$ cat src/rtl/reg_spill_fill.sv
// Spill/fill sequencer: copies a contiguous run of register-file entries to
// data memory or back, one register per cycle (spill) or per two cycles (fill).
module reg_spill_fill #(
  parameter int A = 4,
  parameter int W = 8
) (
  input  logic         clk,
  input  logic         Reset,
  input  logic         start,
  input  logic         dir,
  input  logic [A-1:0] first_reg,
  input  logic [A:0]   count,
  input  logic [W-1:0] mem_base,
  output logic         busy,
  output logic         done,
  output logic [A-1:0] rf_addr,
  input  logic [W-1:0] rf_rdata,
  output logic         rf_write_en,
  output logic         rf_from_mem,
  output logic [W-1:0] mem_addr,
  output logic         mem_wr_en,
  output logic [W-1:0] mem_wr_data,
  input  logic [W-1:0] mem_rdata
);

  localparam logic [2:0] S_IDLE    = 3'd0;
  localparam logic [2:0] S_SPILL   = 3'd1;
  localparam logic [2:0] S_FILL_RD = 3'd2;
  localparam logic [2:0] S_FILL_WR = 3'd3;
  localparam logic [2:0] S_FINISH  = 3'd4;

  localparam logic [A:0] FULL = {1'b1, {A{1'b0}}};
  localparam logic [A:0] ONE  = (A+1)'(1);

  logic [2:0]   state;
  logic [A-1:0] cur_reg;
  logic [A:0]   remaining;
  logic [W-1:0] cur_mem;
  logic [A:0]   clamped;

  // Memory read data goes straight into the register file's write port; the
  // sequencer only steers addresses and strobes around it.
  logic unused_rdata;
  assign unused_rdata = ^mem_rdata;

  assign clamped = (count > FULL) ? FULL : count;

  always_ff @(posedge clk) begin
    if (Reset) begin
      state     <= S_IDLE;
      cur_reg   <= '0;
      remaining <= '0;
      cur_mem   <= '0;
    end else begin
      case (state)
        S_IDLE: begin
          if (start) begin
            cur_reg   <= first_reg;
            remaining <= clamped;
            cur_mem   <= mem_base;
            if (clamped == '0) state <= S_FINISH;
            else               state <= dir ? S_FILL_RD : S_SPILL;
          end
        end
        S_SPILL: begin
          cur_reg   <= cur_reg + A'(1);
          cur_mem   <= cur_mem + W'(1);
          remaining <= remaining - ONE;
          if (remaining == ONE) state <= S_FINISH;
        end
        S_FILL_RD: state <= S_FILL_WR;
        S_FILL_WR: begin
          cur_reg   <= cur_reg + A'(1);
          cur_mem   <= cur_mem + W'(1);
          remaining <= remaining - ONE;
          state     <= (remaining == ONE) ? S_FINISH : S_FILL_RD;
        end
        S_FINISH: state <= S_IDLE;
        default:  state <= S_IDLE;
      endcase
    end
  end

  // Outputs depend only on registered state (plus rf_rdata on the spill data path).
  always_comb begin
    busy        = 1'b0;
    done        = 1'b0;
    rf_addr     = '0;
    rf_write_en = 1'b0;
    rf_from_mem = 1'b0;
    mem_addr    = '0;
    mem_wr_en   = 1'b0;
    mem_wr_data = '0;
    case (state)
      S_SPILL: begin
        busy        = 1'b1;
        rf_addr     = cur_reg;
        mem_addr    = cur_mem;
        mem_wr_en   = 1'b1;
        mem_wr_data = rf_rdata;
      end
      S_FILL_RD: begin
        busy     = 1'b1;
        mem_addr = cur_mem;
      end
      S_FILL_WR: begin
        busy        = 1'b1;
        rf_addr     = cur_reg;
        rf_write_en = 1'b1;
        rf_from_mem = 1'b1;
      end
      S_FINISH: done = 1'b1;
      default: ;
    endcase
  end

endmodule

$ cat config.mk
export PLATFORM = sky130hd
export DESIGN_NAME = reg_spill_fill
export DESIGN_NICKNAME = d
export VERILOG_FILES = /design/src/rtl/reg_spill_fill.sv
export SDC_FILE = /design/constraint.sdc
export NUM_CORES = 1
export LEC_CHECK = 0
export CORE_AREA = 2 2 50 71
export CTS_CLUSTER_DIAMETER = 200
export DETAILED_ROUTE_END_ITERATION = 12
export DIE_AREA = 0 0 52 73
export HOLD_SLACK_MARGIN = 0.05
export PLACE_DENSITY = 0.82
export SETUP_SLACK_MARGIN = 0.05
export SYNTH_ARGS = -nofsm -noshare
export SYNTH_HDL_FRONTEND = slang
export SYNTH_SLANG_ARGS = --single-unit
export TNS_END_PERCENT = 30
$ cat constraint.sdc
create_clock -name clk -period 4.5 [get_ports clk]
set_input_delay 0.45 -clock clk [delete_from_list [all_inputs] [get_ports clk]]
set_output_delay 0.45 -clock clk [all_outputs]
set_load 0.03 [all_outputs]
==> metrics.yaml <==
synth_edf_count: 0
leakagePower_nw: 0.7094
cts_hold_buf: 0
synth-seq-cells: 20
critPathLaunch: "state[0]"
layout-drive-gt1-share: 0.05714
rsz0062_at_grt: "no"
track_usage: 0.1755
clock_skew_ns: 0.004575
rows: 25
hp-start: "remaining[1]"
crit_required_ns: 4.05
setup_viol_count_final: 0
layout_commonest_cell: "clkdlybuf4s50_1"
synth_area_um2: 1351
grt_max_degree: 20
cts.root.buffer_cell: "clkbuf_8"
clk_pin_slew_ns: 0.08
path_max_fanout: 17
critPathCaptureType: "primary output"
die_w_um: 52
syn_nets: 204
totalPowerFinal_mw: 0.6268
syn_inst: 163
insertion_delay_ns: 0.26
tns_ns: 0
cts_tree: "done"
antenna_cells: 0
clkSinkCount: 20
synth.distinct_cells: 47
wl_per_cell_um: 12.76
area_delta_synth_final_pct: 43.15
hpwl_um: 2396
relSlewSlack: 0.4403
reg2reg_slack_ns: 2.61
worstSetupPathType: "flop to primary output"
ys_warn_count: 0
clockBufferDepth: 2
drcViolationCount: 0
io_pins: 62
hp-class: "flop to flop"
cap_violations: 0
portBuffers: 53
gp_congestion: 0.7477
dieArea_um2: 3796
synth_top_flop_cell: "dfxtp_1"
start_util: 0.4194
drv_slew: 0
worst_pin_slew_ns: 0.8360
reg2reg_from: "state[0]"
peakVddDrop_uv: 188.5
die_h_um: 73
grt_pass1_vias: 1205
overflow: 0
routed_wl_um: 3191
min_period_ns: 2.725
powerDensity_nw_per_um2: 324.0
layout_common_cells: "53 x clkdlybuf4s50_1, 21 x and2_1, 20 x dfxtp_1"
drt-initial-drc-count: 27
core_area_um2: 3222
max_freq_ghz: 0.3670
viasPerCell: 5.524
cts_post_setup_buffers_inserted: 0
hold_viol: 0
first_pass_iters: 4
antenna_found_initial: 0
cts.repair.resized: 0
h-tree-depth: 1
num-nets-final: 252
via_count: 1381
ant_nets: 0
numCtsBuffers: 3
cp.arrival_ns: 2.28
avgSynthCellArea_um2: 8.290
status: "complete, no violations"
grt_pass1_wl_um: 5181
critPathLaunchType: "flop"
ys_async_sr_fraction: 0
utilization: 0.6004
largest_register_ffs: 8
period_share: 0.6056
ys_seq_area_frac: 0.2963
## critical path: stages (launching register included)
cell             delay (ns)
dfxtp_1                0.68
nand2b_1               0.14
nor2_1                 0.33
and2_1                 0.19
clkdlybuf4s50_1        0.67
## layer usage
| metal | wire length, µm | track usage | up-vias |
|---|---|---|---|
| met5 | 0 | 0 | - |
| li1 | - | - | 690 |
| met3 | 213 | 0.01434 | 5 |
| met2 | 1623 | 0.3305 | 59 |
| met4 | 46 | 0.07018 | 0 |
| met1 | 1308 | 0.1957 | 627 |
## synthesized netlist by cell type, types with 2 or more instances
| library cell | number | area, µm² |
|---|---|---|
| o22ai_1 | 2 | 12.51 |
| buf_2 | 4 | 20.02 |
| or4_1 | 2 | 15.01 |
| nor2_1 | 12 | 45.04 |
| buf_6 | 4 | 45.04 |
| inv_1 | 6 | 22.52 |
| and3_1 | 3 | 18.77 |
| nor4_1 | 4 | 25.02 |
| nand3_1 | 3 | 15.01 |
| and2_1 | 21 | 131.4 |
| nand2b_1 | 4 | 25.02 |
| dfxtp_1 | 20 | 400.4 |
| a32oi_1 | 2 | 17.52 |
| nor2b_1 | 5 | 31.28 |
| nand2_1 | 12 | 45.04 |
| a21oi_1 | 2 | 10.01 |
| nand3b_1 | 3 | 22.52 |
| a211oi_1 | 6 | 45.04 |
| ha_1 | 4 | 50.05 |
| mux2i_1 | 2 | 20.02 |
| o21ai_0 | 4 | 20.02 |
| a31oi_1 | 5 | 31.28 |
| a311oi_1 | 3 | 26.28 |
| clkbuf_1 | 3 | 11.26 |
| o311ai_0 | 2 | 17.52 |
| nor3_1 | 4 | 20.02 |
## cells by family after synthesis
kind of cell / synth area share
flip-flops: 0.2963
AO/OA/AOI/OAI: 0.2019
multiplexers: 0.02315
buffers and inverters: 0.07870
AND/OR/NAND/NOR: 0.3565
XOR/XNOR: 0.006483
adder cells (fa/ha/maj): 0.03704
## final timing paths
| kind | end | cells past startpoint |
|---|---|---|
| hold / removal | remaining[1] | 2 |
| setup reg to reg | cur_mem[7] | 4 |
| hold reg to reg | remaining[1] | 2 |
| setup / recovery | mem_wr_data[3] | 4 |
## through the flow
stage               instance area (µm²)  worst slack (ns)  hold WS [ns]  instances
floorplan                          1351             2.361        0.4546        163
global placement                   1863             2.066        0.4698        246
detailed placement                 1863             2.050        0.4808        246
CTS                                1934             1.746        0.4904        250
global route                       1934             1.490        0.5299        250
finish                             1934             1.775        0.4881        250
## cell type report
type | count | area, µm²
well taps | 40 | 50.05
fillers | 285 | 1287
multi-input cells | 125 | 844.6
inverters | 6 | 22.52
repair buffers | 55 | 545.5
flip-flops and latches | 20 | 400.4
clock buffers | 3 | 41.29
clock inverters | 1 | 30.03
## power by group
| group | internal (mW) | leakage (nW) | total (mW) | switching [mW] |
|---|---|---|---|---|
| combinational | 0.105 | 0.509 | 0.218 | 0.113 |
| sequential | 0.200 | 0.165 | 0.229 | 0.0293 |
| clock | 0.119 | 0.0357 | 0.180 | 0.0612 |
Note: power is estimated with default switching activity, not from simulation.
